### src/rtl/fb_scanout.sv
//==============================================================================
// Module      : fb_scanout
// Description : Read side of a double-buffered framebuffer. Generates VGA
//               timing (640x480@60 by default) on the pixel clock, fetches
//               half-resolution RGB444 pixels from the front buffer with 2x
//               pixel and line doubling, and swaps front/back buffers at the
//               start of vblank when the renderer asks for it.
// Ports       :
//   clk         in   1       pixel clock
//   rst         in   1       synchronous active-high reset
//   rd_en       out  1       RAM read strobe (combinational, active region)
//   rd_addr     out  ADDR_W  RAM read address (0 outside the active region)
//   rd_data     in   12      RAM read data {R,G,B}, valid RD_LAT cycles later
//   swap_req    in   1       rising edge arms a buffer swap
//   swap_ack    out  1       one-cycle pulse: swap performed
//   back_buf    out  1       buffer index the renderer may write (~front)
//   frame_start out  1       one-cycle pulse after counters hold (0,0)
//   vga_hs      out  1       hsync, active low
//   vga_vs      out  1       vsync, active low
//   vga_de      out  1       display enable
//   vga_rgb     out  12      pixel colour, 0 when vga_de is low
// Revision    : 1.0 - initial release
//==============================================================================
`timescale 1ns/1ps
`default_nettype none

module fb_scanout #(
  parameter int H_ACTIVE = 640,
  parameter int H_FP     = 16,
  parameter int H_SYNC   = 96,
  parameter int H_BP     = 48,
  parameter int V_ACTIVE = 480,
  parameter int V_FP     = 10,
  parameter int V_SYNC   = 2,
  parameter int V_BP     = 33,
  parameter int FB_W     = 320,
  parameter int FB_H     = 240,
  parameter int ADDR_W   = 18,
  parameter int RD_LAT   = 2
) (
  input  logic              clk,
  input  logic              rst,
  output logic              rd_en,
  output logic [ADDR_W-1:0] rd_addr,
  input  logic [11:0]       rd_data,
  input  logic              swap_req,
  output logic              swap_ack,
  output logic              back_buf,
  output logic              frame_start,
  output logic              vga_hs,
  output logic              vga_vs,
  output logic              vga_de,
  output logic [11:0]       vga_rgb
);

  localparam int H_TOTAL = H_ACTIVE + H_FP + H_SYNC + H_BP;
  localparam int V_TOTAL = V_ACTIVE + V_FP + V_SYNC + V_BP;
  localparam int H_W     = $clog2(H_TOTAL);
  localparam int V_W     = $clog2(V_TOTAL);

  localparam logic [H_W-1:0]    H_LAST       = H_W'(H_TOTAL - 1);
  localparam logic [H_W-1:0]    H_ACT        = H_W'(H_ACTIVE);
  localparam logic [H_W-1:0]    H_SYNC_START = H_W'(H_ACTIVE + H_FP);
  localparam logic [H_W-1:0]    H_SYNC_END   = H_W'(H_ACTIVE + H_FP + H_SYNC);
  localparam logic [V_W-1:0]    V_LAST       = V_W'(V_TOTAL - 1);
  localparam logic [V_W-1:0]    V_ACT        = V_W'(V_ACTIVE);
  localparam logic [V_W-1:0]    V_SYNC_START = V_W'(V_ACTIVE + V_FP);
  localparam logic [V_W-1:0]    V_SYNC_END   = V_W'(V_ACTIVE + V_FP + V_SYNC);
  localparam logic [ADDR_W-1:0] BUF_OFFSET   = ADDR_W'(FB_W * FB_H);
  localparam logic [ADDR_W-1:0] LINE_STEP    = ADDR_W'(FB_W);

  typedef enum logic [0:0] {
    S_IDLE  = 1'b0,
    S_ARMED = 1'b1
  } swap_state_e;

  // ---------------------------------------------------------------------------
  // Raster counters and framebuffer line offset
  // ---------------------------------------------------------------------------
  logic [H_W-1:0]    h_q, h_d;
  logic [V_W-1:0]    v_q, v_d;
  logic [ADDR_W-1:0] line_off_q, line_off_d;

  always_comb begin
    h_d        = h_q + H_W'(1);
    v_d        = v_q;
    line_off_d = line_off_q;
    if (h_q == H_LAST) begin
      h_d = '0;
      if (v_q == V_LAST) begin
        v_d        = '0;
        line_off_d = '0;
      end else begin
        v_d = v_q + V_W'(1);
        // Leaving an odd line means the next line starts a new source row.
        if (v_q[0]) begin
          line_off_d = line_off_q + LINE_STEP;
        end
      end
    end
  end

  // ---------------------------------------------------------------------------
  // Fetch address and raw timing
  // ---------------------------------------------------------------------------
  logic front_q, front_d;
  logic active;
  logic hs_raw;
  logic vs_raw;

  assign active = (h_q < H_ACT) && (v_q < V_ACT);
  assign hs_raw = !((h_q >= H_SYNC_START) && (h_q < H_SYNC_END));
  assign vs_raw = !((v_q >= V_SYNC_START) && (v_q < V_SYNC_END));
  assign rd_en  = active;

  always_comb begin
    rd_addr = '0;
    if (active) begin
      rd_addr = (front_q ? BUF_OFFSET : '0) + line_off_q + ADDR_W'(h_q[H_W-1:1]);
    end
  end

  // ---------------------------------------------------------------------------
  // Swap FSM
  // ---------------------------------------------------------------------------
  swap_state_e state_q, state_d;
  logic        swap_req_q;
  logic        req_rise;
  logic        at_vblank;
  logic        do_swap;

  assign req_rise  = swap_req && !swap_req_q;
  assign at_vblank = (h_q == '0) && (v_q == V_ACT);

  // An edge arriving in the vblank cycle itself finds the FSM idle, so it
  // only arms and is serviced at the following frame's vblank.
  always_comb begin
    state_d = state_q;
    do_swap = 1'b0;
    case (state_q)
      S_IDLE: begin
        if (req_rise) begin
          state_d = S_ARMED;
        end
      end
      S_ARMED: begin
        if (at_vblank) begin
          state_d = S_IDLE;
          do_swap = 1'b1;
        end
      end
      default: state_d = S_IDLE;
    endcase
  end

  assign front_d = front_q ^ do_swap;

  // ---------------------------------------------------------------------------
  // Timing delay line: sync/enable wait RD_LAT cycles for the RAM, then one
  // more in the output register together with the colour.
  // ---------------------------------------------------------------------------
  logic [RD_LAT-1:0] hs_pipe_q;
  logic [RD_LAT-1:0] vs_pipe_q;
  logic [RD_LAT-1:0] de_pipe_q;

  if (RD_LAT > 1) begin : g_pipe_deep
    always_ff @(posedge clk) begin
      if (rst) begin
        hs_pipe_q <= '1;
        vs_pipe_q <= '1;
        de_pipe_q <= '0;
      end else begin
        hs_pipe_q <= {hs_pipe_q[RD_LAT-2:0], hs_raw};
        vs_pipe_q <= {vs_pipe_q[RD_LAT-2:0], vs_raw};
        de_pipe_q <= {de_pipe_q[RD_LAT-2:0], active};
      end
    end
  end else begin : g_pipe_single
    always_ff @(posedge clk) begin
      if (rst) begin
        hs_pipe_q <= '1;
        vs_pipe_q <= '1;
        de_pipe_q <= '0;
      end else begin
        hs_pipe_q <= hs_raw;
        vs_pipe_q <= vs_raw;
        de_pipe_q <= active;
      end
    end
  end

  // ---------------------------------------------------------------------------
  // State and output registers
  // ---------------------------------------------------------------------------
  logic        vga_hs_q;
  logic        vga_vs_q;
  logic        vga_de_q;
  logic [11:0] vga_rgb_q;
  logic        frame_start_q;
  logic        swap_ack_q;

  always_ff @(posedge clk) begin
    if (rst) begin
      h_q           <= '0;
      v_q           <= '0;
      line_off_q    <= '0;
      front_q       <= 1'b0;
      state_q       <= S_IDLE;
      swap_req_q    <= 1'b0;
      swap_ack_q    <= 1'b0;
      frame_start_q <= 1'b0;
      vga_hs_q      <= 1'b1;
      vga_vs_q      <= 1'b1;
      vga_de_q      <= 1'b0;
      vga_rgb_q     <= '0;
    end else begin
      h_q           <= h_d;
      v_q           <= v_d;
      line_off_q    <= line_off_d;
      front_q       <= front_d;
      state_q       <= state_d;
      swap_req_q    <= swap_req;
      swap_ack_q    <= do_swap;
      frame_start_q <= (h_q == '0) && (v_q == '0);
      vga_hs_q      <= hs_pipe_q[RD_LAT-1];
      vga_vs_q      <= vs_pipe_q[RD_LAT-1];
      vga_de_q      <= de_pipe_q[RD_LAT-1];
      // Gating with the delayed enable also discards data for reads that
      // were in flight when reset hit, since the enable pipe was flushed.
      vga_rgb_q     <= de_pipe_q[RD_LAT-1] ? rd_data : 12'h000;
    end
  end

  assign swap_ack    = swap_ack_q;
  assign back_buf    = ~front_q;
  assign frame_start = frame_start_q;
  assign vga_hs      = vga_hs_q;
  assign vga_vs      = vga_vs_q;
  assign vga_de      = vga_de_q;
  assign vga_rgb     = vga_rgb_q;

endmodule

`default_nettype wire

### config.mk
export PLATFORM = sky130hd
export DESIGN_NAME = fb_scanout
export DESIGN_NICKNAME = d
export VERILOG_FILES = /design/src/rtl/fb_scanout.sv
export SDC_FILE = /design/constraint.sdc
export NUM_CORES = 1
export LEC_CHECK = 0
export ABC_CLOCK_PERIOD_IN_PS = 3850
export BUFFER_PORTS_ARGS = -buffer_cell sky130_fd_sc_hd__buf_2
export CAP_MARGIN = 40
export CORE_ASPECT_RATIO = 0.6
export CORE_UTILIZATION = 40
export DETAILED_ROUTE_END_ITERATION = 8
export SLEW_MARGIN = 25
export SYNTH_ARGS = -nofsm -noshare
export SYNTH_HDL_FRONTEND = slang
export SYNTH_SLANG_ARGS = --single-unit
### constraint.sdc
create_clock -name clk -period 3.85 [get_ports clk]
set_input_delay 0.385 -clock clk [delete_from_list [all_inputs] [get_ports clk]]
set_output_delay 0.385 -clock clk [all_outputs]
set_load 0.005 [all_outputs]
==> results of run 1 <==
==> registers in the layout, indices dropped and copies added (netlist names), 2 cells and up <==
| register | flops |
|---|---|
| de_pipe_q | 2 |
| h_q | 10 |
| hs_pipe_q | 2 |
| line_off_q | 12 |
| v_q | 10 |
| vga_rgb | 12 |
| vs_pipe_q | 2 |
==> placed cells by master (no fill, tap or decap), drive strengths merged, types with 2 or more instances in the layout <==
cell / Yosys / layout
dfxtp: 58 / 58
buf: 0 / 53
nor2: 40 / 40
xor2: 20 / 20
and2: 19 / 19
nand2: 18 / 18
nor3: 15 / 15
xnor2: 13 / 13
inv: 12 / 12
ha: 12 / 12
clkbuf: 11 / 11
nand4: 10 / 10
nand3: 9 / 9
and3: 8 / 8
a21oi: 6 / 6
or2: 5 / 5
nor4: 5 / 5
nor2b: 4 / 4
or3: 4 / 4
or4: 4 / 4
nand4b: 3 / 3
a211oi: 3 / 3
o31ai: 3 / 3
nor3b: 3 / 3
clkinv: 0 / 3
o21ai: 2 / 2
o22ai: 2 / 2
==> worst max-delay path, delay by kind of cell, from the launching register on <==
family / cells / cell delay (ns)
buffers and inverters: 1 / 0.14
adders and majority gates: 1 / 0.31
AOI/OAI and AO/OA: 5 / 1.66
DFF: 1 / 0.44
==> cell type report <==
class / instances / area [sq um] / share of cell area [%]
multi-input cells: 221 / 1423 / 44.34
repair buffers: 53 / 270.3 / 8.424
inverters: 12 / 45.04 / 1.404
clock inverters: 5 / 52.55 / 1.638
flip-flops and latches: 58 / 1161 / 36.19
clock buffers: 11 / 151.4 / 4.719
well taps: 84 / 105.1 / 3.276
==> synth_stat cells (all sizes together), types with 2 or more instances <==
library cell	instances
a211oi	3
a21oi	6
and2	19
and3	8
clkbuf	11
dfxtp	58
ha	12
inv	12
nand2	18
nand3	9
nand4	10
nand4b	3
nor2	40
nor2b	4
nor3	15
nor3b	3
nor4	5
o21ai	2
o22ai	2
o31ai	3
or2	5
or3	4
or4	4
xnor2	13
xor2	20
==> worst paths after layout <==
check	end	slack, ns	cells after the start
max	rd_addr[17]	0.58	7
min	vga_rgb[5]	0.25	2
max reg2reg	line_off_q[17]	1.61	6
min reg2reg	vga_hs	0.41	1
==> layer usage <==
metal  track usage [%]  up-vias  share of wire, %
met5                 0        -                 0
met4             5.651        0              0.99
met3             6.052        9               6.1
met2             24.19       50                38
met1             27.43     1014                55
li1                  -     1141                 -
==> cell families after synthesis <==
logic type	count (synthesis)	share of synthesized area, %
xor+xnor	33	10.82
buf+inv	23	3.233
flops	58	43.49
simple gates	152	30.69
fa+ha+maj	12	5.623
compound gates	24	6.139
==> power by group through the flow <==
stage | clock network, mW | registers, mW | logic [mW]
global placement | 0 | 0.628 | 0.0411
CTS | 0.581 | 0.615 | 0.0423
finish | 0.567 | 0.615 | 0.0414
floorplan | 0 | 0.627 | 0.0227
global route | 0.611 | 0.616 | 0.0472
detailed placement | 0 | 0.628 | 0.0415
==> results_dict.tcl, run 1 <==
set metrics [dict create \
    cts_sinks 58 \
    drt_drc_violations_left 0 \
    synth_edf_count 0 \
    dieArea_sq_um 7017 \
    critical_path.reg2reg.startpoint "h_q[0]" \
    post-place-cells 428 \
    power_mw 1.223 \
    power_switching_mw 0.2638 \
    yosys.area.top_type "sky130_fd_sc_hd__dfxtp_1" \
    yosys.cell_types.count 42 \
    tns_ns 0 \
    placed_cell_area_sq_um 3004 \
    postRouteAntennaNets 0 \
    postRouteWirelength_microns 5975 \
    synth_sequential_area_ratio_pct 43.49 \
    first_pass_grt_wire_length_microns 9791 \
    worst-endpoint-arrival_ns 2.89 \
    antenna-diode-count 0 \
    power.sequential.fraction_pct 50.3 \
    worstSetupPathType "reg2out" \
    root_buffer "sky130_fd_sc_hd__clkbuf_8" \
    outcome "finished, final reports clean" \
    final_critical_path_setup_slack_ns 0.5768 \
    via_count_of_the_first_global_routing_pass 1985 \
    leakage_nw 1.389 \
    netlist_instances 302 \
    area_delta_synth_final_pct 20.15 \
    htree_levels 3 \
    port-buffer-count 51 \
    largest_net_degree_at_the_start_of_global_routing 26 \
    power_density_nw_per_um2 381.4 \
    congestion_overflow_gr 0 \
    height_of_the_chip_microns 65.29 \
    crit_path_max_fo 6 \
    synthesis.area_per_instance_sq_um 8.841 \
    fin_util_pct 51.12 \
    pin_count 52 \
    timing.final.hold_violations 0 \
    post_cts_buffers 0 \
    synth.cell_area_sq_um 2670 \
    hold_crit_class "in2reg" \
    crit_chain "ha_1 > a211oi_1 > o31ai_1 > a2111oi_0 > o21ai_0 > a21oi_1 > buf_2" \
    drive_gt1_share_pct 21.67 \
    via_cell_ratio 4.986 \
    synth_nets 329 \
    netlist.area_leader.share_pct 43.49 \
    min_from "rd_data[5]" \
    clock_latency_at_the_later_pin_of_the_worst_skew_pair_ns 0.33 \
    synth-seq-cells 58 \
    worst_ep_required_time_ns 3.46 \
    detailroute.via_count 2214 \
    cts-root-to-sink-buffers 2 \
    initial_utilization_pct 42.54 \
    synthesis.yosys.warnings 0 \
    synth_area_leaders "sky130_fd_sc_hd__dfxtp_1 (43%), sky130_fd_sc_hd__xor2_1 (6.6%), sky130_fd_sc_hd__ha_1 (5.6%)" \
    report.final.setup_viol 0 \
    drt_pre_antenna_iters 4 \
    cts-buffers-inserted 9 \
    slowest_delay_ns 0.73 \
    cells_resized_by_post_cts_repair 0 \
    place.gp.congestion 0.8055 \
    dp_worst_setup_slack_ns 0.9524 \
    cp_startpoint "h_q[8]" \
    maxSlewViolCount 0 \
    startpoint_class "flop" \
    post-dp-hpwl_microns 4384 \
    part_of_the_total_power_dissipated_in_the_clock_network_pct 46.4 \
    cts.clk_slew.worst_paths_ns 0.06 \
    synthFlopType "sky130_fd_sc_hd__dfxtp_1" \
    rows 22 \
    clock-skew-final_ns 0.01061 \
    switching_share_pct 21.56 \
    final_cell_area_sq_um 3208 \
    die_width_microns 107.5 \
    synthArstFlopShare_pct 0 \
    instances_no_fill 444 \
    worst_slew_pin_slew_ns 0.7405 \
    routed_wire_length_per_instance_microns 13.46 \
    fmaxAchievable_mhz 305.5 \
    clock_tree_from_tritoncts "built" \
    rsz_0062_raised_after_global_routing "false" \
    critical_path.slowest_cell "sky130_fd_sc_hd__a2111oi_0" \
    relSlewSlack_pct 49.36 \
    max_cap_violations 0 \
    finalWorstPathRequiredPeriod_ns 3.273 \
    dr.first_iter.drc_count 114 \
    hold_buffers 0 \
    post-route-period-util_pct 85.02 \
    core_sq_um 6276 \
    power_report.internal_total_mw 0.9597 \
    fill_cells 602 \
    layout.nets 382 \
    endpoint_kind "output port" \
    worst_slack_on_hold_paths_ns 0.2548 \
    grt_antenna_before_repair 0 \
    power.ir.vdd_worst_mv 0.1847 \
    combPwrFrac_pct 3.4 \
    overall_track_demand_over_capacity_in_global_routing_pct 18.34 \
]
(Power assumes the default switching activity.)
==> inputs of run 2 (changes only) <==
CTS_BUF_LIST = sky130_fd_sc_hd__clkbuf_2   (was default)
==> results_dict.tcl, run 2 (same netlist as run 1, synthesis figures left out) <==
set metrics [dict create \
    worst_ep_required_time_ns 3.46 \
    congestion_overflow_gr 0 \
    post-dp-hpwl_microns 4384 \
    dieArea_sq_um 7017 \
    overall_track_demand_over_capacity_in_global_routing_pct 18.37 \
    tns_ns 0 \
    hold_crit_class "in2reg" \
    post-route-period-util_pct 88.91 \
    postRouteWirelength_microns 5995 \
    max_cap_violations 0 \
    met2WireLength_microns 2248 \
    rsz_0062_raised_after_global_routing "false" \
    drt_drc_violations_left 0 \
    report.final.setup_viol 0 \
    clock_latency_at_the_later_pin_of_the_worst_skew_pair_ns 0.47 \
    reg2regPathDepth 6 \
    m1WireLength_microns 3266 \
    cts-root-to-sink-buffers 2 \
    pin_count 52 \
    die_width_microns 107.5 \
    largest_net_degree_at_the_start_of_global_routing 26 \
    grt_antenna_before_repair 0 \
    worstHoldPathCells 2 \
    post-place-cells 428 \
    cts-buffers-inserted 9 \
    worst_slack_on_hold_paths_ns 0.1136 \
    power_mw 1.021 \
    root_buffer "sky130_fd_sc_hd__clkbuf_2" \
    relSlewSlack_pct 48.64 \
    leakage_nw 1.350 \
    layout.nets 382 \
    layout_common_cells "sky130_fd_sc_hd__dfxtp_1 (58), sky130_fd_sc_hd__buf_2 (51), sky130_fd_sc_hd__nor2_1 (39)" \
    finalWorstPathRequiredPeriod_ns 3.423 \
    detailroute.via_count 2252 \
    placed_cell_area_sq_um 3004 \
    cells_resized_by_post_cts_repair 0 \
    postRouteAntennaNets 0 \
    power.ir.vdd_worst_mv 0.1376 \
    first_pass_grt_wire_length_microns 9729 \
    rows 22 \
    crit_path_max_fo 6 \
    outcome "finished, final reports clean" \
    initial_utilization_pct 42.54 \
    worstSetupPathType "reg2out" \
    via_count_of_the_first_global_routing_pass 1955 \
    worst_slew_pin_slew_ns 0.7704 \
    endpoint_kind "output port" \
    clock-skew-final_ns 0.02106 \
    port-buffer-count 51 \
    timing.final.hold_violations 0 \
    layout.cells.most_common "sky130_fd_sc_hd__dfxtp_1" \
    power_density_nw_per_um2 328.5 \
    maxSlewViolCount 0 \
    hold_buffers 0 \
    height_of_the_chip_microns 65.29 \
    cts.clk_slew.worst_paths_ns 0.16 \
    core_sq_um 6276 \
    wl_met3_microns 433 \
    instances_no_fill 444 \
    clock_tree_from_tritoncts "built" \
    post_cts_buffers 0 \
    place.gp.congestion 0.8055 \
    topRoutingLayerUsed "met4" \
    antenna-diode-count 0 \
    cts_sinks 58 \
    drt_pre_antenna_iters 4 \
    htree_levels 3 \
    via_cell_ratio 5.072 \
    worst-endpoint-arrival_ns 3.04 \
    fmaxAchievable_mhz 292.1 \
    routed_wire_length_per_instance_microns 13.50 \
    area_delta_synth_final_pct 16.45 \
    dr.first_iter.drc_count 126 \
    startpoint_class "flop" \
    final_cell_area_sq_um 3109 \
    drive_gt1_share_pct 21.11 \
]
## run 2: cell types whose count changed in the layout (fill, tap and decap cells not counted), sizes merged
cell | before | now
clkbuf | 11 | 9
clkinv | 3 | 5
## run 2: path summary, 6_finish.rpt
check,from,to,slack [ns]
max,h_q[8],rd_addr[17],0.43
min reg2reg,vs_pipe_q[1],vga_vs,0.43
max reg2reg,h_q[0],line_off_q[17],1.62
min,rd_data[1],vga_rgb[1],0.11
## run 2: through the flow
step | setup slack [ns] | utilization, %
global placement | 1.127 | 47.87
detailed placement | 0.9524 | 47.87
finish | 0.4270 | 49.54
floorplan | 1.543 | -
global route | 0.1356 | 49.54
CTS | 0.3750 | 49.54
## run 2: layer usage
layer	vias to the layer above	GRT usage (%)
met4	0	5.651
met1	1027	27.76
li1	1140	-
met3	5	6.052
met5	-	0
met2	80	23.87
## run 2: layout make-up
| cell class | instances | area (sq um) |
|---|---|---|
| Fill cell | 614 | 3167 |
| Clock inverter | 7 | 60.06 |
| Timing Repair Buffer | 53 | 270.3 |
| Tap cell | 84 | 105.1 |
| Multi-Input combinational cell | 221 | 1423 |
| Sequential cell | 58 | 1161 |
| Clock buffer | 9 | 45.04 |
| Inverter | 12 | 45.04 |
## run 2: critical path: stages (launching register included)
cell and delay, ns:
sky130_fd_sc_hd__dfxtp_1 0.48, sky130_fd_sc_hd__ha_1 0.31, sky130_fd_sc_hd__a211oi_1 0.44, sky130_fd_sc_hd__o31ai_1 0.19, sky130_fd_sc_hd__a2111oi_0 0.71, sky130_fd_sc_hd__o21ai_0 0.16, sky130_fd_sc_hd__a21oi_1 0.14, sky130_fd_sc_hd__buf_2 0.14
## run 2: where the power goes
part           leakage, nW  internal (mW)  switching [mW]
combinational        0.813         0.0191          0.0223
clock               0.0665          0.142           0.222
sequential           0.471          0.611         0.00467
total                 1.35          0.772           0.249
